--- src/rtl/portal_msg_assembler.sv ---
// Receive-side portal message assembler.
// Gathers MSG_WORDS host words (header first) into a one-entry holding register
// and delivers the whole message on the pipe_enq method with RDY/ENA handshaking.
// Headers whose length field differs from MSG_WORDS are dropped and counted.
// Assumes MSG_WORDS >= 2: a header is always followed by at least one body word.
module portal_msg_assembler #(
  parameter int unsigned MSG_WORDS = 3,
  parameter int unsigned CNT_WIDTH = 16
) (
  input  logic                    CLK,
  input  logic                    nRST,
  input  logic                    word__ENA,
  input  logic [31:0]             word_v,
  output logic                    word__RDY,
  output logic                    pipe_enq__ENA,
  output logic [MSG_WORDS*32-1:0] pipe_enq_v,
  input  logic                    pipe_enq__RDY,
  output logic [CNT_WIDTH-1:0]    msg_count,
  output logic [CNT_WIDTH-1:0]    drop_count,
  output logic                    err_bad_len
);

  localparam int unsigned BeatW = (MSG_WORDS > 2) ? $clog2(MSG_WORDS) : 1;
  localparam int unsigned MsgW  = MSG_WORDS * 32;
  localparam logic [BeatW-1:0] LastBeat = BeatW'(MSG_WORDS - 1);

  typedef enum logic [0:0] {StHdr, StBody} state_e;

  state_e                 state_q, state_d;
  logic [BeatW-1:0]       beat_q, beat_d;
  logic                   full_q, full_d;
  logic [MsgW-1:0]        hold_q, hold_d;
  logic [CNT_WIDTH-1:0]   msg_count_q, msg_count_d;
  logic [CNT_WIDTH-1:0]   drop_count_q, drop_count_d;
  logic                   err_q, err_d;

  logic accept;
  logic hdr_ok;
  logic slot_we;
  logic deliver;

  // A word is only taken while the holding register is empty; ENA while full is ignored.
  assign accept  = word__ENA & ~full_q;
  assign hdr_ok  = (word_v[31:16] == 16'(MSG_WORDS));
  assign slot_we = accept & ((state_q == StBody) | hdr_ok);
  assign deliver = full_q & pipe_enq__RDY;

  // State register.
  always_ff @(posedge CLK or negedge nRST) begin
    if (!nRST) begin
      state_q <= StHdr;
    end else begin
      state_q <= state_d;
    end
  end

  // Next-state logic: valid header opens a message, last body word closes it.
  always_comb begin
    state_d = state_q;
    unique case (state_q)
      StHdr:   if (accept && hdr_ok) state_d = StBody;
      StBody:  if (accept && beat_q == LastBeat) state_d = StHdr;
      default: state_d = StHdr;
    endcase
  end

  // Output logic: RDY comes straight from the full flag, so no path from pipe_enq__RDY.
  always_comb begin
    word__RDY     = ~full_q;
    pipe_enq__ENA = deliver;
    pipe_enq_v    = hold_q;
    msg_count     = msg_count_q;
    drop_count    = drop_count_q;
    err_bad_len   = err_q;
  end

  // Datapath next-state: slot writes, beat counter, full flag and status counters.
  always_comb begin
    beat_d       = beat_q;
    full_d       = full_q;
    hold_d       = hold_q;
    msg_count_d  = msg_count_q;
    drop_count_d = drop_count_q;
    err_d        = err_q;

    if (slot_we) begin
      for (int unsigned i = 0; i < MSG_WORDS; i++) begin
        if (beat_q == BeatW'(i)) hold_d[i*32 +: 32] = word_v;
      end
      if (state_q == StBody && beat_q == LastBeat) begin
        beat_d = '0;
        full_d = 1'b1;
      end else begin
        beat_d = beat_q + BeatW'(1);
      end
    end

    if (accept && state_q == StHdr && !hdr_ok) begin
      err_d = 1'b1;
      if (drop_count_q != '1) drop_count_d = drop_count_q + CNT_WIDTH'(1);
    end

    // accept and deliver are mutually exclusive (both depend on full_q of opposite sense).
    if (deliver) begin
      full_d      = 1'b0;
      msg_count_d = msg_count_q + CNT_WIDTH'(1);
    end
  end

  // Datapath registers.
  always_ff @(posedge CLK or negedge nRST) begin
    if (!nRST) begin
      beat_q       <= '0;
      full_q       <= 1'b0;
      hold_q       <= '0;
      msg_count_q  <= '0;
      drop_count_q <= '0;
      err_q        <= 1'b0;
    end else begin
      beat_q       <= beat_d;
      full_q       <= full_d;
      hold_q       <= hold_d;
      msg_count_q  <= msg_count_d;
      drop_count_q <= drop_count_d;
      err_q        <= err_d;
    end
  end

endmodule

--- config.mk ---
export PLATFORM = sky130hd
export DESIGN_NAME = portal_msg_assembler
export DESIGN_NICKNAME = d
export VERILOG_FILES = /design/src/rtl/portal_msg_assembler.sv
export SDC_FILE = /design/constraint.sdc
export NUM_CORES = 1
export LEC_CHECK = 0
export BUFFER_PORTS_ARGS = -buffer_cell sky130_fd_sc_hd__buf_2
export CAP_MARGIN = 10
export CORE_UTILIZATION = 46
export CTS_CLUSTER_DIAMETER = 40
export DETAILED_ROUTE_END_ITERATION = 8
export HOLD_SLACK_MARGIN = 0.1
export MAX_ROUTING_LAYER = met4
export PLACE_DENSITY_LB_ADDON = 0.2
export SYNTH_ARGS = -nofsm -noshare
export SYNTH_HDL_FRONTEND = slang
export SYNTH_SLANG_ARGS = --single-unit
export TNS_END_PERCENT = 30
--- constraint.sdc ---
create_clock -name CLK -period 1.8 [get_ports CLK]
set_input_delay 0.36 -clock CLK [delete_from_list [all_inputs] [get_ports CLK]]
set_output_delay 0.36 -clock CLK [all_outputs]
set_load 0.05 [all_outputs]
Word level (Yosys, flattened, before mapping)

Index checks and enable logic that the tools add are counted.

$add $sub $neg: 3
Reduce and logical (&&, ||, !) cells: 14
Bitwise logic cells: 6
Equal/unequal tests: 4
Multiplexer cells: 7

Operators with widths:

| operator                                                         | count |
|---|---|
| 16-bit by 1-bit adder with 16-bit output, second input constant  | 2 |
| 16-bit by 2-bit == test with 1-bit output, second input constant | 1 |
| 16-bit != test, second input constant                            | 1 |
| 2-bit AND reduction                                              | 5 |
| 1-bit logical AND                                                | 5 |
| 1-bit two-way mux                                                | 5 |
| 2-bit nonzero test                                               | 2 |
| 1-bit bitwise AND                                                | 3 |
| 2-bit by 1-bit adder with 2-bit output, second input constant    | 1 |
| 2-bit by 1-bit == test with 1-bit output, second input constant  | 1 |
| 2-bit == test, second input constant                             | 1 |
| 2-bit zero test                                                  | 1 |
| 2-bit two-way mux                                                | 1 |
| 1-bit NOT                                                        | 2 |
| 1-bit one-hot mux with 2 select lines                            | 1 |
| 1-bit zero test                                                  | 1 |
| 1-bit OR                                                         | 1 |

Output and inout bits: 131
Input bits: 36
Register bits: 133
Logic and storage cells: 43

Logic depth before layout (Yosys ltp)

Gate-level depths: netlist of run 1.

Depth after elaboration: 5
Depth in mapped cells: 7
Mapped depth without buffers: 6

Worst setup path after synthesis of run 1

No wires, ideal clock.

Kind: register -> register
From: reg full_q
To: reg hold_q[34], in the netlist pipe_enq_v[34]
Clock period less this slack: 2.105 ns
Buffers on the path: 2
Cell stages (with the launch flop): 7
Setup slack: -0.305 ns
Data required time: 1.675 ns
Setup time: 0.125 ns
Data arrival time: 1.979 ns
Cell sequence: dfrtp_1 > inv_1 > nand2_1 > or4_1 > buf_2 > buf_6 > mux2_4

Cells in the longest elaborated chain, start to end: 4

Ends and longest elaborated chain:

| what                                 | RTL line | RTL |
|---|---|---|
| start, declared                      | 31       | `logic full_q, full_d;` |
| start signal, assigned               | 121      | `full_q <= full_d;` |
| 1-bit NOT                            | -        |  |
| named net word__RDY                  | 14       | `output logic word__RDY,` |
| 1-bit bitwise AND                    | 43       | `assign accept = word__ENA & ~full_q;` |
| 1-bit bitwise AND                    | 45       | `assign slot_we = accept & ((state_q == StBody) \| hdr_ok);` |
| 2-bit AND reduction (no source line) | -        |  |
| end signal, assigned                 | 122      | `hold_q <= hold_d;` |
| end, declared                        | 32       | `logic [MsgW-1:0] hold_q, hold_d;` |

The timed path passes the listed nets, and every way through them passes these cells.
A chain may end at the register's enable or synchronous reset.

Worst setup path in the final report of run 1

From: reg full_q
To: out pipe_enq__ENA

Cells in the longest elaborated chain, start to end: 1

Ends and longest elaborated chain:

| what              | RTL line | RTL |
|---|---|---|
| 1-bit bitwise AND | 46       | `assign deliver = full_q & pipe_enq__RDY;` |
| end, declared     | 15       | `output logic pipe_enq__ENA,` |

Every way passes these cells.

==> results of run 1 <==
## state kept, by name, indices dropped and copies added (netlist names)
register and count:
pipe_enq_v 96, drop_count 16, msg_count 16, beat_q 2, err_bad_len 1, full_q 1, state_q 1
## cell type report
type | instances | area [um^2] | share of cell area, %
inverter | 5 | 25.0 | 0.336
tap | 143 | 179 | 2.40
clock inverter | 10 | 128 | 1.71
clock buffer | 22 | 474 | 6.37
timing repair buffer | 209 | 1280 | 17.2
multi-input combinational | 214 | 2020 | 27.2
sequential | 133 | 3330 | 44.8
## power by group through the flow
stage	Combinational [mW]	Clock, mW	Sequential [mW]
after detailed placement	0.706	0	3.22
after global routing	0.752	3.70	3.19
after global placement	0.691	0	3.22
after CTS	0.707	3.58	3.17
after floorplan	0.144	0	3.48
final	0.700	3.50	3.17
## cell usage in the layout, fill, tap and decap left out, types with 2 or more instances in the layout
cell type   synthesis  routed
buf_12              0       7
clkbuf_1            2       2
and3_1              9       9
buf_2               8     164
dfrtp_1           133     130
clkinv_2            0       6
inv_1               5       3
buf_4               0      33
a21oi_1             2       2
buf_6               3       2
o21ai_0             3       3
nand2_2             0       2
clkbuf_16           0      17
xor2_1              2       2
mux2_2             69      69
nand4_1            13      13
nand2_1            14      12
nand3_1            18      18
nor4_4              0       3
ha_1                2       2
nor2_1             11      10
clkinvlp_4          0       2
bufinv_16           0       3
xnor2_1            26      26
clkbuf_8            0       3
mux2_4             29      29
dfrtp_2             0       3
and4_1              2       2
## worst register-to-register path: stages, from the launching register on
cell,delay [ns]
dfrtp_1,0.40
clkinvlp_4,0.08
nand2_2,0.05
or4_4,0.56
buf_6,0.20
mux2_4,0.30
## metrics by stage
stage / setup slack [ns] / power (mW) / std cells / area [um^2]
floorplan: -0.138 / 3.63 / 365 / 5450
global placement: -0.470 / 3.91 / 702 / 6780
detailed placement: -0.515 / 3.93 / 702 / 6780
CTS: 0.00285 / 7.46 / 736 / 7430
global route: 0.000596 / 7.65 / 736 / 7440
finish: 0.0619 / 7.37 / 736 / 7440
## kinds of logic after synthesis
family                   share of synthesized area [%]
AO/OA/AOI/OAI                                     1.02
buffers and inverters                             1.86
AND/OR/NAND/NOR                                   7.66
XOR/XNOR                                          4.56
multiplexers                                      22.5
adder cells (fa/ha/maj)                          0.465
flip-flops                                        61.9
## worst max-delay path by stage
stage                                       to  slack (ns)  cells past startpoint
finish                           pipe_enq__ENA        0.06                      5
global route        pipe_enq_v[65]$_DFFE_PN0P_      0.0006                      6
CTS                 drop_count[12]$_DFFE_PN0P_       0.003                      6
detailed placement  pipe_enq_v[61]$_DFFE_PN0P_       -0.51                      6
global placement    pipe_enq_v[34]$_DFFE_PN0P_       -0.47                      6
floorplan           pipe_enq_v[34]$_DFFE_PN0P_       -0.14                      6
## metal layers
metal / vias to the layer above / part of all wire [%] / GRT usage [%]
met4: 0 / 1.7 / 9.68
met5: - / 0 / -
met1: 1892 / 44 / 26.7
met3: 20 / 6.4 / 5.29
met2: 132 / 47 / 33.8
li1: 1728 / - / -
## timing repair
action	in CTS	in global routing
endpoints found under the hold margin	37	0
setup buffers	0	0
hold buffers	1	0
pin swaps	0	1
resized for setup	6	3
endpoints found under the setup margin	33	23
cloned	1	0
==> qor.csv, run 1 <==
stage,metric,value,unit
synthesis,netlist_instances,365,
sta,fin_skew,0.00472,ns
final_layout,final_net_count,618,
grt,antenna_found_initial,0,
synthesis,post-synth-top-count-cell,dfrtp_1,
setup_path,crit_buf_inv,4,
pwr,power.leakage,4.20,nW
pwr,internal_power,5.57,mW
synthesis,synth.top_cells.by_count,"133 x dfrtp_1, 69 x mux2_2, 29 x mux2_4",
final_layout,diodes,0,
sta,rsz0062_at_grt,false,
clock_network,clk_pin_slew,0.06,ns
die,rows,39,
setup_path,crit_path_start,full_q$_DFFE_PN0P_,
synthesis,synthTopCellsByArea,"dfrtp_1 62%, mux2_2 14%, mux2_4 8.1%",
setup_path,critPathRequiredTime,1.44,ns
sta,hold_viol,0,
setup_path,cp-start-kind,flip-flop,
min_path,hold_path_depth,2,
clock_network,clock_latency,0.41,ns
setup_path,cp_data_arrival_time,1.38,ns
pwr,clkPwrFrac,47.4,%
setup_path,worst_path_max_delay_cell,dfrtp_1,
final_layout,fillCellCount,873,
place,gp_congestion,0.783,
grt,grt_pass1_vias,3644,
place,portBuffers,166,
sta,final.setup.tns,0,ns
die,dieArea,12100,um^2
clock_network,cts_sinks,133,
synthesis,async_reset_ff_share,100,%
synthesis,synth_top_cell_by_area,dfrtp_1,
setup_path,path_cells,"buf_4, nand2_1, buf_4, inv_4, buf_8",
clock_network,cts_tree,done,
die,core_area,11400,um^2
setup_path,cp_top_family,buffers and inverters,
sta,fin_crit,1.74,ns
sta,finalSetupViolations,0,
setup_path,reg2reg_slack,0.09,ns
min_path,hold_start,word_v[8],
sta,relSlewSlack,73.7,%
run,drv_cap,0,
drt,drc,0,
setup_path,path_common_cell,buf_4,
sta,hold_slack,0.213,ns
synthesis,synth-edff-count,0,
synthesis,syn-num-nets,403,
final_layout,drive_above_1_share,59.4,%
drt,dr.pass1.iters,4,
setup_path,rr_worst_depth,5,
pwr,p_sw_share,24.5,%
min_path,holdPathEnd,pipe_enq_v[40]$_DFFE_PN0P_,
synthesis,synth_top_area_share,61.9,%
drt,drt_iter0_markers,115,
synthesis,synth_area,5380,um^2
sta,drv_slew,0,
min_path,hold_path.class,in2reg,
setup_path,cp_max_fo,6,
clock_network,numCtsBuffers,17,
clock_network,clk_path_buf_depth,2,
die,die_h,110,um
synthesis,yosysWarnings,0,
drt,route.vias.total,3772,
drt,via_per_inst,5.13,
status,status,finished clean,
clock_network,cts_max_level,4,
grt,overflow,0,
pwr,seqPwrFrac,43.1,%
synthesis,yosysSeqAreaShare,61.9,%
pwr,power_density,990,nW/um^2
synthesis,synth-main-ff-cell,dfrtp_1,
pwr,ir_worst_vdd,1.23,mV
pwr,p_sw,1.80,mW
pwr,combPwrFrac,9.5,%
grt,grt_use_total,21.6,%
sta,worstMarginPinSlew,0.394,ns
synthesis,ys_seq_elements,133,
synthesis,synth_area_per_cell,14.7,um^2
synthesis,synth_cell_types,30,
drt,avgRoutedWirePerCell,16.5,um
sta,fin_crit_sh,96.6,%
final_layout,area_delta_synth_final,38.4,%
drt,ant_nets,0,
grt,grt_max_degree,42,
die,start_util,47.1,%
die,io_pins,167,
final_layout,final_util,65.2,%
setup_path,slowest_delay,0.40,ns
die,die_w,110,um
clock_network,cts_root_buffer,clkbuf_16,
grt,grt_pass1_wl,18600,um
setup_path,r2r_end,pipe_enq_v[36]$_DFFE_PN0P_,
setup_path,timing.rr.start,full_q$_DFFE_PN0P_,
sta,fmax,575,MHz
setup_path,path_class,reg2out,
drt,drt-total-wl,12200,um
setup_path,worstSetupEndpointType,output port,
place,dp.final_hpwl,8310,um
(Power assumes the default switching activity.)
==> run 2, diff against run 1 <==
--- a/config.mk
+++ b/config.mk
@@ -5,9 +5,10 @@
 export SDC_FILE = /design/constraint.sdc
 export NUM_CORES = 1
 export LEC_CHECK = 0
+export ABC_AREA = 1
 export BUFFER_PORTS_ARGS = -buffer_cell sky130_fd_sc_hd__buf_2
 export CAP_MARGIN = 10
-export CORE_UTILIZATION = 46
+export CORE_UTILIZATION = 47
 export CTS_CLUSTER_DIAMETER = 40
 export DETAILED_ROUTE_END_ITERATION = 8
 export HOLD_SLACK_MARGIN = 0.1
==> run 2 against run 1 <==
  * Maximum frequency up 2.9%
  * Via count up 47%
  * Clock power up 3%
  * Critical path type unchanged
  * Critical endpoint unchanged
==> qor.csv, run 2 <==
stage,metric,value,unit,change
synthesis,synth_area,6020,um^2,+12%
synthesis,synth-edff-count,0,,unchanged
final_layout,final_cell_area,7760,um^2,+4.2%
synthesis,synth_cell_types,24,,-20%
sta,fin_crit,1.69,ns,-0.0487 ns
die,dieArea,13300,um^2,+9.3%
sta,fin_crit_sh,93.9,%,-2.7 points
sta,drv_slew,0,,unchanged
pwr,seqPwrFrac,30.0,%,-13 points
setup_path,path_class,reg2out,,
synthesis,synth-main-ff-cell,dfrtp_1,,
setup_path,reg2reg_slack,0.24,ns,+0.15 ns
status,status,finished clean,,
pwr,power_density,2100,nW/um^2,+110%
final_layout,final_common_cell,nand2_1,,
die,die_w,115,um,+4.6%
synthesis,synth_top_cell_by_area,dfrtp_1,,
sta,hold_viol,0,,unchanged
sta,finalSetupViolations,0,,unchanged
grt,grt_pass1_vias,5241,,+44%
die,start_util,49.1,%,+2.0 points
setup_path,cp-start-kind,flip-flop,,
min_path,hold_path_depth,3,,+1
clock_network,cts_max_level,4,,unchanged
clock_network,cts_root_buffer,clkbuf_16,,
pwr,ir_worst_vdd,1.24,mV,+0.78%
place,gp_congestion,0.810,,+3.5%
place,dp.final_hpwl,10900,um,+32%
place,dpl_cell_area,7130,um^2,+5.1%
pwr,power.leakage,4.31,nW,+2.7%
sta,worstMarginPinSlew,0.445,ns,+0.0509 ns
die,core_area,12300,um^2,+7.4%
final_layout,final_cell_mix,"306 x nand2_1, 165 x buf_2, 131 x dfrtp_1",,
place,portBuffers,166,,unchanged
grt,overflow,0,,unchanged
die,die_h,115,um,+4.6%
drt,drt-total-wl,15800,um,+30%
pwr,p_sw,8.13,mW,+350%
grt,grt_use_total,26.0,%,+4.4 points
final_layout,diodes,0,,unchanged
sta,fmax,592,MHz,+2.9%
sta,fin_skew,0.00614,ns,+0.00142 ns
final_layout,area_delta_synth_final,28.9,%,
synthesis,synth.top_cells.by_count,"306 x nand2_1, 133 x dfrtp_1, 72 x nand4_1",,
grt,grt_max_degree,45,,+7.1%
setup_path,timing.rr.start,drop_count[0]$_DFFE_PN0P_,,
synthesis,synth_area_per_cell,8.51,um^2,-42%
min_path,holdPathEnd,pipe_enq_v[79]$_DFFE_PN0P_,,
clock_network,clk_pin_slew,0.05,ns,about the same
pwr,clkPwrFrac,22.0,%,-25 points
setup_path,cp_max_fo,5,,-1
drt,ant_nets,0,,unchanged
sta,relSlewSlack,70.3,%,-3.4 points
clock_network,clock_latency,0.41,ns,about the same
drt,drt_iter0_markers,479,,+320%
synthesis,yosysWarnings,0,,unchanged
pwr,p_sw_share,50.0,%,+26 points
drt,via_per_inst,5.18,,+1.1%
final_layout,fillCellCount,1102,,+26%
clock_network,cts_tree,done,,
die,io_pins,167,,unchanged
setup_path,worstSetupEndpointType,output port,,
pwr,combPwrFrac,47.9,%,+38 points
setup_path,critPathRequiredTime,1.44,ns,about the same
clock_network,cts_sinks,133,,unchanged
synthesis,yosysSeqAreaShare,55.3,%,-6.6 points
min_path,hold_path.class,in2reg,,
drt,route.vias.total,5526,,+47%
final_layout,drive_above_1_share,27.0,%,-32 points
drt,dr.pass1.iters,7,,+3
sta,hold_slack,0.213,ns,+0.000141 ns
synthesis,post-synth-top-count-cell,nand2_1,,
clock_network,clk_path_buf_depth,2,,unchanged
clock_network,numCtsBuffers,17,,unchanged
sta,final.setup.tns,0,ns,unchanged
setup_path,rr_worst_depth,8,,+3
synthesis,synth_top_area_share,55.3,%,-6.6 points
min_path,hold_start,word_v[15],,
pwr,internal_power,8.14,mW,+46%
synthesis,ys_seq_elements,133,,unchanged
final_layout,final_net_count,924,,+50%
synthesis,syn-num-nets,745,,+85%
final_layout,final_util,63.3,%,-1.9 points
drt,drc,0,,unchanged
setup_path,r2r_end,drop_count[12]$_DFFE_PN0P_,,
drt,avgRoutedWirePerCell,14.8,um,-10%
run,drv_cap,0,,unchanged
setup_path,cp_data_arrival_time,1.33,ns,-0.05 ns
clock_network,postCtsSetupBuffers,0,,unchanged
synthesis,netlist_instances,707,,+94%
synthesis,async_reset_ff_share,100,%,unchanged
sta,rsz0062_at_grt,false,,
final_layout,largest_register_ffs,96,,unchanged
grt,antenna_found_initial,0,,unchanged
synthesis,synthTopCellsByArea,"dfrtp_1 55%, nand2_1 19%, nand4_1 7.5%",,
die,rows,40,,+2.6%
grt,grt_pass1_wl,25700,um,+38%
[run 2: logic make-up after synthesis]
family,after synthesis,share of synthesized area (%)
flip-flops,133,55.3
AO/OA/AOI/OAI,8,0.665
buffers and inverters,68,6.34
AND/OR/NAND/NOR,477,34.5
XOR/XNOR,19,2.77
adder cells (fa/ha/maj),2,0.416
[run 2: final cells by class]
type	count	area, um^2	share of cell area [%]
flip-flops and latches	133	3330	42.9
multi-input cells	506	2330	30.0
repair buffers	199	1160	15.0
clock buffers	21	460	5.94
well taps	168	210	2.71
clock inverters	11	155	2.00
inverters	29	109	1.40
[run 2: layer usage]
layer  up-vias  part of all wire, %  global-route usage (%)  wire length (um)
met3        25                  6.7                    6.38              1050
met4         0                  1.9                    10.5               303
li1       2666                    -                       -                 -
met2       195                   49                    41.6              7720
met1      2640                   42                    31.7              6700
met5         -                    0                       -                 0
[run 2: metrics by stage]
stage | setup WS, ns | total power [mW] | std cells
global route | 0.0108 | 17.1 | 1067
detailed placement | -0.0409 | 12.7 | 1034
floorplan | 0.00464 | 10.6 | 707
global placement | 0.0133 | 12.6 | 1034
finish | 0.111 | 16.3 | 1067
CTS | 0.00387 | 16.4 | 1067
[run 2: what timing repair did]
action,4_1_cts,5_1_grt
hold buffers,1,0
setup endpoints to repair,0,16
endpoints found under the hold margin,41,0
resized for setup,0,1
[run 2: how the worst max path moves through the flow]
stage	from	endpoint	slack (ns)	depth (start not counted)
2_1_floorplan	msg_count[1]$_DFFE_PN0P_	msg_count[12]$_DFFE_PN0P_	0.005	8
3_3_place_gp	word_v[17]	drop_count[13]$_DFFE_PN0P_	0.01	11
3_5_place_dp	word_v[17]	drop_count[12]$_DFFE_PN0P_	-0.04	11
4_1_cts	drop_count[0]$_DFFE_PN0P_	drop_count[12]$_DFFE_PN0P_	0.004	8
5_1_grt	full_q$_DFFE_PN0P_	pipe_enq__ENA	0.01	3
6_report	full_q$_DFFE_PN0P_	pipe_enq__ENA	0.11	3
[run 2: worst max-delay path: stages (launching register included)]
cell and delay [ns]:
dfrtp_1 0.36, nand2_1 0.13, inv_1 0.15, buf_2 0.28
[run 2: power by group through the flow]
stage	registers [mW]	clock network [mW]	logic, mW
floorplan	8.76	0	1.86
global placement	4.87	0	7.70
detailed placement	4.92	0	7.80
CTS	4.89	3.65	7.84
global route	5.01	3.79	8.31
finish	4.89	3.59	7.80
